===== src/rtl/ysyx_22040759_rdarb.sv =====
// Read-port arbiter: shares one AXI read master between IF and MEM.
// One outstanding read; ties go to the requester not served last.
module ysyx_22040759_rdarb #(
  parameter int ADDR_WIDTH = 64,
  parameter int DATA_WIDTH = 64
) (
  input  logic                  clk,
  input  logic                  rst,
  input  logic                  if_valid_i,
  input  logic [ADDR_WIDTH-1:0] if_addr_i,
  input  logic [1:0]            if_size_i,
  input  logic                  if_flush_i,
  output logic                  if_ready_o,
  output logic [DATA_WIDTH-1:0] if_data_o,
  input  logic                  mem_valid_i,
  input  logic [ADDR_WIDTH-1:0] mem_addr_i,
  input  logic [1:0]            mem_size_i,
  output logic                  mem_ready_o,
  output logic [DATA_WIDTH-1:0] mem_data_o,
  output logic                  rd_addr_valid_o,
  output logic [ADDR_WIDTH-1:0] rd_addr_o,
  output logic [1:0]            rd_size_o,
  input  logic                  rd_data_valid_i,
  input  logic [DATA_WIDTH-1:0] rd_data_i
);

  typedef enum logic [1:0] {
    S_IDLE     = 2'd0,
    S_BUSY_IF  = 2'd1,
    S_BUSY_MEM = 2'd2
  } state_e;

  state_e                state_q, state_d;
  logic                  last_grant_q, last_grant_d;
  logic                  drop_q, drop_d;
  logic                  avalid_q, avalid_d;
  logic [ADDR_WIDTH-1:0] addr_q, addr_d;
  logic [1:0]            size_q, size_d;
  logic                  grant_if;
  logic                  grant_mem;

  // State and latched-request registers
  always_ff @(posedge clk) begin
    if (rst) begin
      state_q      <= S_IDLE;
      last_grant_q <= 1'b0;
      drop_q       <= 1'b0;
      avalid_q     <= 1'b0;
      addr_q       <= '0;
      size_q       <= 2'd0;
    end else begin
      state_q      <= state_d;
      last_grant_q <= last_grant_d;
      drop_q       <= drop_d;
      avalid_q     <= avalid_d;
      addr_q       <= addr_d;
      size_q       <= size_d;
    end
  end

  // Arbitration, latching and completion
  always_comb begin
    state_d      = state_q;
    last_grant_d = last_grant_q;
    drop_d       = drop_q;
    avalid_d     = avalid_q;
    addr_d       = addr_q;
    size_d       = size_q;
    // A tie goes to the side that is not last_grant (0=IF, 1=MEM)
    grant_if     = if_valid_i & (~mem_valid_i | last_grant_q);
    grant_mem    = mem_valid_i & (~if_valid_i | ~last_grant_q);
    unique case (state_q)
      S_IDLE: begin
        if (grant_if) begin
          state_d      = S_BUSY_IF;
          last_grant_d = 1'b0;
          drop_d       = 1'b0;
          avalid_d     = 1'b1;
          addr_d       = if_addr_i;
          size_d       = if_size_i;
        end else if (grant_mem) begin
          state_d      = S_BUSY_MEM;
          last_grant_d = 1'b1;
          drop_d       = 1'b0;
          avalid_d     = 1'b1;
          addr_d       = mem_addr_i;
          size_d       = mem_size_i;
        end
      end
      S_BUSY_IF: begin
        if (if_flush_i) begin
          drop_d = 1'b1;
        end
        if (rd_data_valid_i) begin
          state_d  = S_IDLE;
          avalid_d = 1'b0;
        end
      end
      S_BUSY_MEM: begin
        if (rd_data_valid_i) begin
          state_d  = S_IDLE;
          avalid_d = 1'b0;
        end
      end
      default: begin
        state_d  = S_IDLE;
        avalid_d = 1'b0;
      end
    endcase
  end

  // Combinational response routing to the winner
  always_comb begin
    if_ready_o      = rd_data_valid_i & (state_q == S_BUSY_IF)
                    & ~drop_q & ~if_flush_i;
    mem_ready_o     = rd_data_valid_i & (state_q == S_BUSY_MEM);
    if_data_o       = rd_data_i;
    mem_data_o      = rd_data_i;
    rd_addr_valid_o = avalid_q;
    rd_addr_o       = addr_q;
    rd_size_o       = size_q;
  end

endmodule


===== config.mk =====
export PLATFORM = sky130hd
export DESIGN_NAME = ysyx_22040759_rdarb
export DESIGN_NICKNAME = d
export VERILOG_FILES = /design/src/rtl/ysyx_22040759_rdarb.sv
export SDC_FILE = /design/constraint.sdc
export NUM_CORES = 1
export LEC_CHECK = 0
export ABC_AREA = 1
export CORE_AREA = 2 2 153 155
export DETAILED_ROUTE_END_ITERATION = 16
export DIE_AREA = 0 0 155 157
export PLACE_DENSITY = 0.65
export RECOVER_POWER = 25
export SLEW_MARGIN = 15
export SYNTH_ARGS = -nofsm -noshare
export SYNTH_HDL_FRONTEND = slang
export SYNTH_SLANG_ARGS = --single-unit

===== constraint.sdc =====
create_clock -name clk -period 1.9 [get_ports clk]
set_clock_uncertainty 0.05 [all_clocks]
set_input_delay 0.38 -clock clk [delete_from_list [all_inputs] [get_ports clk]]
set_output_delay 0.38 -clock clk [all_outputs]
set_load 0.005 [all_outputs]

==> impl_results.md <==
* Synth cell types at 19
* Area of the multi-input gates at 0.002107 mm2
* Initial antenna violation count at 0
* Register area at 0.001424 mm2
* Vias in the first global route at 4503
* Hold Violations, Final at 0
* Final worst-path cycle share at 0.9369
* Worst slew pin tran at 0.3381 ns
* CP startpoint kind: flop
* H-tree level count at 3
* WL/cell at 12.90 um
* Most common cell after layout, fill and taps aside: nand2_1
* Fillers at 2457
* Most frequent cells in the layout: 208 x nand2_1, 203 x clkdlybuf4s50_1, 137 x nand3_1
* Placed cell areas at 0.006613 mm2
* DP Cell Count at 1167
* Max Cap Viol at 0
* TritonRoute pass-1 iters at 5
* F_max at 561.7 MHz
* Arrival @ worst endpoint at 1.35 ns
* First-pass GRT wire length at 22.97 mm
* Starting Density at 0.2241
* Syn Inst Count at 822
* Yosys warnings at 0
* Design Area, Final at 0.006938 mm2
* FF-to-FF Start: state_q[0]$_SDFFE_PP0P_
* Setup CP Type: reg -> out
* Total CTS buffers at 9
* Std cell rows at 55
* Leakage at 3.261 nW
* Relative slew slack at 0.7746
* Register area share after synthesis at 0.2819
* Worst Path Required at 1.47 ns
* Fin cells at 1183
* Total Neg Setup Slack at 0 ns
* Diode count at 0
* PortBufs at 206
* Root Driver: clkbuf_16
* Syn Area/Cell at 6.134 um2
* Die X-Extent at 155 um
* GRT Overall Usage at 0.1207
* Area of the core at 0.02250 mm2
* Worst setup startpoint: state_q[1]$_SDFFE_PP0P_
* Sink Count at 71
* Total number of vias at 4848
* #FFs+latches synth at 71
* Share of post-route cells with drive strength above 1 at 0.07127
* Post-synthesis cell area at 0.005042 mm2
* Hold Path Class: reg -> reg
* Syn_nets at 1027
* Longest Clk Path Bufs at 2
* VDD IR max at 346.7 uV
* Overflow after GRT at 0
* CTS tree: built
* Critical Path End Type: primary output
* Status: completed
* Largest net degree at the start of global routing at 56
* Final slew viol count at 0
* Die ar. at 0.02434 mm2
* Nets at 1098
* Worst hold start: rd_addr_valid_o$_SDFFE_PP0P_
* Chip height at 157 um
* Post-DRT Antenna Nets at 0
* RSZ-0062 raised after global routing: no
* Number of setup violations in the final report at 0
* Later-pin clock latency in the skew report at 0.33 ns
* Final Critical Period at 1.780 ns
* Post-route DRC violation count at 0
* PwrDens at 824.0 mW/mm2
* RePlAce Congestion at 0.7360
* Vias per cell at 4.098
* CP Max Fanout at 2
* Number of DRC violations after detailed-routing iteration 0 at 170
* Post-CTS Hold Fix Bufs at 0
* P&R area growth vs syn at 37.59%
* Worst-path clk slew at 0.06 ns
* Num ports at 399
* WL final at 15.26 mm
* DP Wirelength at 11.67 mm
==> timing repair <==
item | CTS | global route
resized for setup | 7 | 5
endpoints found under the setup margin | 2 | 1
buffers inserted | 0 | 0
==> per-layer routing <==
layer | wire length, um | share of wire | GRT usage
met2 | 7386 | 0.48 | 0.2180
met1 | 6027 | 0.39 | 0.1244
met4 | 456 | 0.030 | 0.05423
met3 | 1391 | 0.091 | 0.04543
met5 | 0 | 0 | 0
==> synthesized netlist by cell type <==
library cell / count / area share
o21ai_0: 2 / 0.0020
buf_1: 3 / 0.0022
dfxtp_1: 71 / 0.28
inv_2: 1 / 0.00074
ha_1: 3 / 0.0074
buf_4: 141 / 0.21
nand3_1: 137 / 0.14
nor2_1: 134 / 0.10
nor3_1: 1 / 0.00099
clkbuf_1: 10 / 0.0074
buf_6: 3 / 0.0067
buf_2: 22 / 0.022
nand4_1: 1 / 0.0012
a21oi_1: 5 / 0.0050
or2_2: 1 / 0.0012
nand2_4: 1 / 0.0022
nand2_1: 210 / 0.16
nand2_2: 1 / 0.0012
inv_1: 75 / 0.056
==> worst max-delay path: stages (launching register included) <==
cell and delay, ns:
dfxtp_2 0.32, inv_2 0.05, ha_2 0.15, inv_1 0.05, or2_4 0.23, nor3_2 0.09
buf_2 0.13
==> area by class of cell <==
cell class                      count  share of cell area
Sequential cell                    71              0.2052
Multi-Input combinational cell    496              0.3037
Timing Repair Buffer              239              0.3529
Clock inverter                      5            0.009197
Inverter                           76             0.04112
Clock buffer                       11             0.03643
Tap cell                          285             0.05140
==> logic make-up after synthesis <==
group / after synthesis / synth area share
simple gates: 486 / 0.3990
buf+inv: 255 / 0.3047
flops: 71 / 0.2819
compound gates: 7 / 0.006947
fa+ha+maj: 3 / 0.007445
==> final timing paths <==
| check | endpoint | depth (start not counted) | slack, ns |
|---|---|---|---|
| worst max-delay path | if_ready_o | 6 | 0.12 |
| worst min-delay path | rd_addr_valid_o$_SDFFE_PP0P_ | 2 | 0.46 |
| worst max register to register | rd_addr_o[11]$_SDFFE_PP0P_ | 8 | 0.42 |
| worst min register to register | rd_addr_valid_o$_SDFFE_PP0P_ | 2 | 0.46 |
==> sequential cells by signal, summed over array words and instances, names as in the netlist <==
| signal | count |
|---|---|
| drop_q | 1 |
| last_grant_q | 1 |
| rd_addr_o | 64 |
| rd_addr_valid_o | 1 |
| rd_size_o | 2 |
| state_q | 2 |
==> per-stage QoR <==
| step | setup WS [ns] | hold slack, ns | utilization | power (W) |
|---|---|---|---|---|
| floorplan | 0.5012 | 0.3991 | - | 0.003073 |
| global placement | -0.2814 | 0.4456 | 0.2939 | 0.003935 |
| finish | 0.1198 | 0.4592 | 0.3083 | 0.005717 |
| CTS | 0.03234 | 0.4614 | 0.3078 | 0.005843 |
| global route | 0.04289 | 0.4789 | 0.3083 | 0.006142 |
| detailed placement | -0.2606 | 0.4444 | 0.2939 | 0.003962 |
==> power breakdown <==
part,internal [W],switching (W)
logic,0.00113,0.000923
clock network,0.00110,0.000705
registers,0.00173,0.000127
(Power assumes the default switching activity.)
